==> src/rtl/dot_acc.sv <==
// Dot-product accumulator: sums a stream of unsigned products into frames closed
// by a term limit or an early last flag, and presents each frame sum on a registered output.
module dot_acc #(
  parameter int unsigned PROD_W  = 16,
  parameter int unsigned N_TERMS = 8,
  parameter int unsigned ACC_W   = 24,
  localparam int unsigned CNT_W  = $clog2(N_TERMS + 1)
) (
  input  logic              clk,
  input  logic              rst_n,
  input  logic              in_valid,
  output logic              in_ready,
  input  logic [PROD_W-1:0] in_prod,
  input  logic              in_last,
  output logic              out_valid,
  input  logic              out_ready,
  output logic [ACC_W-1:0]  out_sum,
  output logic [CNT_W-1:0]  out_count
);

  if ((N_TERMS < 1) || (ACC_W < PROD_W + $clog2(N_TERMS + 1))) begin : g_bad_params
    $error("dot_acc: ACC_W must be >= PROD_W + clog2(N_TERMS+1) and N_TERMS >= 1");
  end

  typedef enum logic [1:0] {
    S_IDLE  = 2'd0,
    S_ACCUM = 2'd1,
    S_HOLD  = 2'd2
  } state_e;

  state_e             r_state;
  state_e             w_state_nxt;
  logic [ACC_W-1:0]   r_acc;
  logic [ACC_W-1:0]   w_acc_nxt;
  logic [CNT_W-1:0]   r_cnt;
  logic [CNT_W-1:0]   w_cnt_nxt;
  logic               r_out_valid;
  logic               w_out_valid_nxt;
  logic [ACC_W-1:0]   r_out_sum;
  logic [ACC_W-1:0]   w_out_sum_nxt;
  logic [CNT_W-1:0]   r_out_count;
  logic [CNT_W-1:0]   w_out_count_nxt;

  logic               w_in_xfer;
  logic [ACC_W-1:0]   w_acc_add;
  logic [CNT_W-1:0]   w_cnt_add;
  logic               w_close;

  assign in_ready  = (r_state != S_HOLD);
  assign out_valid = r_out_valid;
  assign out_sum   = r_out_sum;
  assign out_count = r_out_count;

  // A frame starts from zero in IDLE, so the same adder serves both accepting states.
  assign w_in_xfer = in_valid && in_ready;
  assign w_acc_add = ((r_state == S_IDLE) ? '0 : r_acc) + ACC_W'(in_prod);
  assign w_cnt_add = ((r_state == S_IDLE) ? '0 : r_cnt) + CNT_W'(1);
  assign w_close   = in_last || (w_cnt_add == CNT_W'(N_TERMS));

  always_ff @(posedge clk or negedge rst_n) begin
    if (!rst_n) begin
      r_state     <= S_IDLE;
      r_acc       <= '0;
      r_cnt       <= '0;
      r_out_valid <= 1'b0;
      r_out_sum   <= '0;
      r_out_count <= '0;
    end else begin
      r_state     <= w_state_nxt;
      r_acc       <= w_acc_nxt;
      r_cnt       <= w_cnt_nxt;
      r_out_valid <= w_out_valid_nxt;
      r_out_sum   <= w_out_sum_nxt;
      r_out_count <= w_out_count_nxt;
    end
  end

  always_comb begin
    w_state_nxt     = r_state;
    w_acc_nxt       = r_acc;
    w_cnt_nxt       = r_cnt;
    w_out_valid_nxt = r_out_valid;
    w_out_sum_nxt   = r_out_sum;
    w_out_count_nxt = r_out_count;

    unique case (r_state)
      S_IDLE, S_ACCUM: begin
        if (w_in_xfer) begin
          w_acc_nxt = w_acc_add;
          w_cnt_nxt = w_cnt_add;
          if (w_close) begin
            w_state_nxt     = S_HOLD;
            w_out_valid_nxt = 1'b1;
            w_out_sum_nxt   = w_acc_add;
            w_out_count_nxt = w_cnt_add;
          end else begin
            w_state_nxt = S_ACCUM;
          end
        end
      end
      S_HOLD: begin
        if (out_ready) begin
          w_state_nxt     = S_IDLE;
          w_out_valid_nxt = 1'b0;
          w_acc_nxt       = '0;
          w_cnt_nxt       = '0;
        end
      end
      default: begin
        w_state_nxt     = S_IDLE;
        w_out_valid_nxt = 1'b0;
        w_acc_nxt       = '0;
        w_cnt_nxt       = '0;
      end
    endcase
  end

endmodule
==> config.mk <==
export PLATFORM = sky130hd
export DESIGN_NAME = dot_acc
export DESIGN_NICKNAME = d
export VERILOG_FILES = /design/src/rtl/dot_acc.sv
export SDC_FILE = /design/constraint.sdc
export NUM_CORES = 1
export LEC_CHECK = 0
export ABC_CLOCK_PERIOD_IN_PS = 3400
export CORE_MARGIN = 8
export CORE_UTILIZATION = 46
export DETAILED_ROUTE_END_ITERATION = 16
export PLACE_DENSITY_LB_ADDON = 0.08
export SLEW_MARGIN = 20
export SYNTH_ARGS = -nofsm -noshare
export SYNTH_HDL_FRONTEND = slang
export SYNTH_SLANG_ARGS = --single-unit
==> constraint.sdc <==
create_clock -name clk -period 3.4 [get_ports clk]
set_clock_uncertainty 0.2 [all_clocks]
set_input_delay 0.68 -clock clk [delete_from_list [all_inputs] [get_ports clk]]
set_output_delay 0.68 -clock clk [all_outputs]
set_load 0.02 [all_outputs]
==> metrics.md, run 1 <==
| Metric | Value |
|---|---|
| Worst EP arrival | 3230 ps |
| FF+latch area | 0.00148 mm2 |
| # IOs | 51 |
| Crit Path Category | reg2reg |
| GPL Wtd Cong | 0.879 |
| Final hold viol count | 0 |
| Drt pass-1 iters | 4 |
| FMAX | 312 MHz |
| CTS buffer count | 9 |
| Async SR Flop Fraction | 100% |
| Critical path's top delay family | compound AO/OA/AOI/OAI gates |
| Final ANT Viol Nets | 0 |
| Gr usage total | 16.8% |
| Top post-synthesis cells by area | dfrtp_1, ha_1, mux2_2 |
| Sw frac | 35.9% |
| Layout cells sized above 1 | 17.9% |
| Port Buffers | 50 |
| CTS max path bufs | 2 |
| Initial DRC Count | 98 |
| Post-Syn Area | 0.00346 mm2 |
| Yosys top cell area share | 42.7% |
| TNS Setup | 0 ps |
| Initial antenna violation count | 0 |
| Data required, critical path | 3430 ps |
| Detail Placement HPWL | 5.92 mm |
| Vias per std cell | 5.42 |
| Min-Delay Path Class | in2async |
| Post-CTS sizing | 0 |
| RSZ-0062 raised after global routing | false |
| Max transition margin | 56.3% |
| Leak | 1.92 nW |
| Final Cell Area | 0.00436 mm2 |
| Status | finished, final reports clean |
| Power Internal | 1.94 mW |
| Psw | 1.08 mW |
| Die area | 0.0106 mm2 |
| EDFF count, synth | 0 |
| Initial Util | 47.7% |
| Max-Cap Viols | 0 |
| Critical path's slowest cell | fa_2 |
| Reg2Reg Setup Slack | 190 ps |
| Post-CTS Hold Fix Bufs | 0 |
| Clock root buffer | clkbuf_8 |
| Multi-input logic area | 0.00189 mm2 |
| Sequential power share | 33.9% |
| Inserted Diodes | 0 |
| CTS tree | done |
| CTS sink count | 59 |
| Chip width | 103 um |
| Core ar. | 0.00725 mm2 |
| # rows | 31 |
| Worst path cell trace | or2_4 > and2_1 > ha_1 > fa_2 > a211oi_2 > nor4_1 > a211oi_1 > nor2_1 > a211oi_2 > xnor2_1 > mux2_2 |
| Synth area leader | dfrtp_1 |
| Die Y | 103 um |
| Routed len/inst | 16.1 um |
| Slew Limit Fails | 0 |
| First-pass GRT wire length | 13.8 mm |
| Startpoint types | flip-flop |
| Worst R2R Start | r_state[0]$_DFFE_PN0P_ |
| Dpl cells | 487 |
| Worst-path maximum fanout | 21 |
| Via count of the first global-routing pass | 2843 |
| PwrDens | 694 mW/mm2 |
| Clock latency at the later pin of the worst-skew pair | 350 ps |
| Final WL | 8.09 mm |
| Placed Area | 0.00416 mm2 |
| Synth Register Bits | 59 |
| Syn_nets | 375 |
| Most used cell, CP | a211oi_2 |
| Remaining DRCs | 0 |
| Post-Layout Cell Count | 502 |
| Clock share of power | 21.9% |
| Period minus WS final | 3210 ps |
| Avg Inst Size Synth | 10.3 um2 |
| # Post-CTS Setup Buffers | 0 |
| Filler cell count | 636 |
| Least-Margin Pin Slew | 656 ps |
| Clock slew at reported path FFs | 70 ps |
| R2R cell count | 11 |
| VDD IR max | 0.000347 V |
| Final Cycle Share | 94.3% |
| Htree depth | 3 |
| Reg2Reg Capture Point | out_sum[12]$_DFFE_PN0P_ |
| Combinational share of power | 44.1% |
| Gate Count Post-Synth | 335 |
| NumNets Final | 439 |
| Vias after detailed routing | 2721 |
| Synth cell types | 59 |
| Main synth FF type | dfrtp_1 |
| Crit. End Element | flip-flop |
| Final hold slack | 159 ps |
| Register area share after synthesis | 42.7% |
| Setup violators final | 0 |
| Critical path's largest stage delay | 430 ps |
| Area Growth Syn to Fin | 25.9% |
| Global route total overflow | 0 |
| WP buf/inv | 0 |
| Largest net degree at the start of global routing | 33 |
| Synth warnings | 0 |
per-layer routing:
metal	part of all wire [%]	global-route usage (%)	up-vias
met2	45	26.3	57
met5	0	0	-
met4	1.9	8.13	0
met3	4.9	4.05	11
li1	-	-	1342
met1	48	21.3	1311
layout by cell type, fill, tap and decap left out, types with 3 or more instances in the layout:
cell type,instances
buf_4,17
nor3_1,4
and2_1,19
clkbuf_8,11
nand4_1,3
nand3_1,7
dfrtp_1,59
a22o_1,17
inv_1,6
xor2_1,12
a21o_1,5
nand2_1,25
ha_1,18
a32o_1,4
nor2_1,23
a21oi_2,3
o21ai_0,14
xnor2_1,10
a31oi_1,3
mux2_2,17
a21oi_1,20
o22ai_1,4
clkdlybuf4s50_1,49
worst max path at each step:
| stage | slack [ps] | cells past startpoint | startpoint | end |
|---|---|---|---|---|
| 6_report | 190 | 11 | r_state[0]$_DFFE_PN0P_ | out_sum[12]$_DFFE_PN0P_ |
| 5_1_grt | 5 | 11 | r_state[0]$_DFFE_PN0P_ | out_sum[12]$_DFFE_PN0P_ |
| 4_1_cts | 180 | 11 | r_state[0]$_DFFE_PN0P_ | out_sum[16]$_DFFE_PN0P_ |
| 3_5_place_dp | 30 | 10 | in_prod[0] | out_sum[12]$_DFFE_PN0P_ |
| 3_3_place_gp | 40 | 10 | in_prod[0] | out_sum[12]$_DFFE_PN0P_ |
| 2_1_floorplan | 6 | 14 | r_state[0]$_DFFE_PN0P_ | out_sum[12]$_DFFE_PN0P_ |
metrics by stage:
step / power, mW / worst slack [ps] / utilization, %
2_1_floorplan: 1.88 / 6.44 / -
3_3_place_gp: 2.36 / 38.3 / 57.3
3_5_place_dp: 2.38 / 26.8 / 57.3
4_1_cts: 3.06 / 184 / 60.1
5_1_grt: 3.23 / 4.90 / 60.1
6_report: 3.02 / 194 / 60.1
cell families after synthesis:
| family | Yosys count | synth area share [%] |
|---|---|---|
| AO/OA/AOI/OAI | 96 | 20.1 |
| XOR/XNOR | 23 | 6.04 |
| adder cells (fa/ha/maj) | 19 | 7.09 |
| buffers and inverters | 21 | 3.11 |
| flip-flops | 59 | 42.7 |
| multiplexers | 21 | 6.91 |
| AND/OR/NAND/NOR | 96 | 14.0 |
sequential cells by signal, indices dropped and copies added, names as in the netlist:
signal     count
out_count      4
out_sum       24
out_valid      1
r_acc         24
r_cnt          4
r_state        2
layout make-up:
class | count | share of cell area [%]
timing repair buffer | 68 | 14.8
tap | 99 | 2.84
inverter | 6 | 0.517
sequential | 59 | 33.9
clock inverter | 4 | 1.15
clock buffer | 11 | 3.48
multi-input combinational | 255 | 43.4
power groups by stage:
stage	clock (mW)	combinational, mW	sequential [mW]
global route	0.715	1.46	1.06
finish	0.663	1.33	1.03
floorplan	0	0.702	1.18
global placement	0	1.33	1.03
CTS	0.683	1.35	1.03
detailed placement	0	1.34	1.04
synth_stat cells, types with 2 or more instances:
| cell type | number |
|---|---|
| a211oi_1 | 3 |
| a21o_1 | 5 |
| a21oi_1 | 21 |
| a21oi_2 | 2 |
| a22o_1 | 17 |
| a311oi_1 | 2 |
| a31oi_1 | 3 |
| a31oi_2 | 2 |
| a32o_1 | 4 |
| and2_1 | 19 |
| and3_2 | 2 |
| buf_2 | 2 |
| buf_6 | 3 |
| clkbuf_1 | 9 |
| dfrtp_1 | 59 |
| ha_1 | 18 |
| inv_1 | 6 |
| mux2_1 | 2 |
| mux2_2 | 17 |
| nand2_1 | 25 |
| nand2b_1 | 2 |
| nand3_1 | 7 |
| nand4_1 | 3 |
| nor2_1 | 23 |
| nor3_1 | 4 |
| o211a_1 | 2 |
| o211ai_1 | 2 |
| o21a_1 | 2 |
| o21ai_0 | 14 |
| o21ai_1 | 2 |
| o21bai_1 | 2 |
| o22ai_1 | 4 |
| xnor2_1 | 10 |
| xor2_1 | 12 |
No activity file was read; power rests on OpenSTA's default activity.
==> run 2: changes to the inputs <==
Settings changed: CAP_MARGIN set to 25.
==> results of run 2 <==
Same layout as run 1: the final DEF is identical, and so are final timing and power.
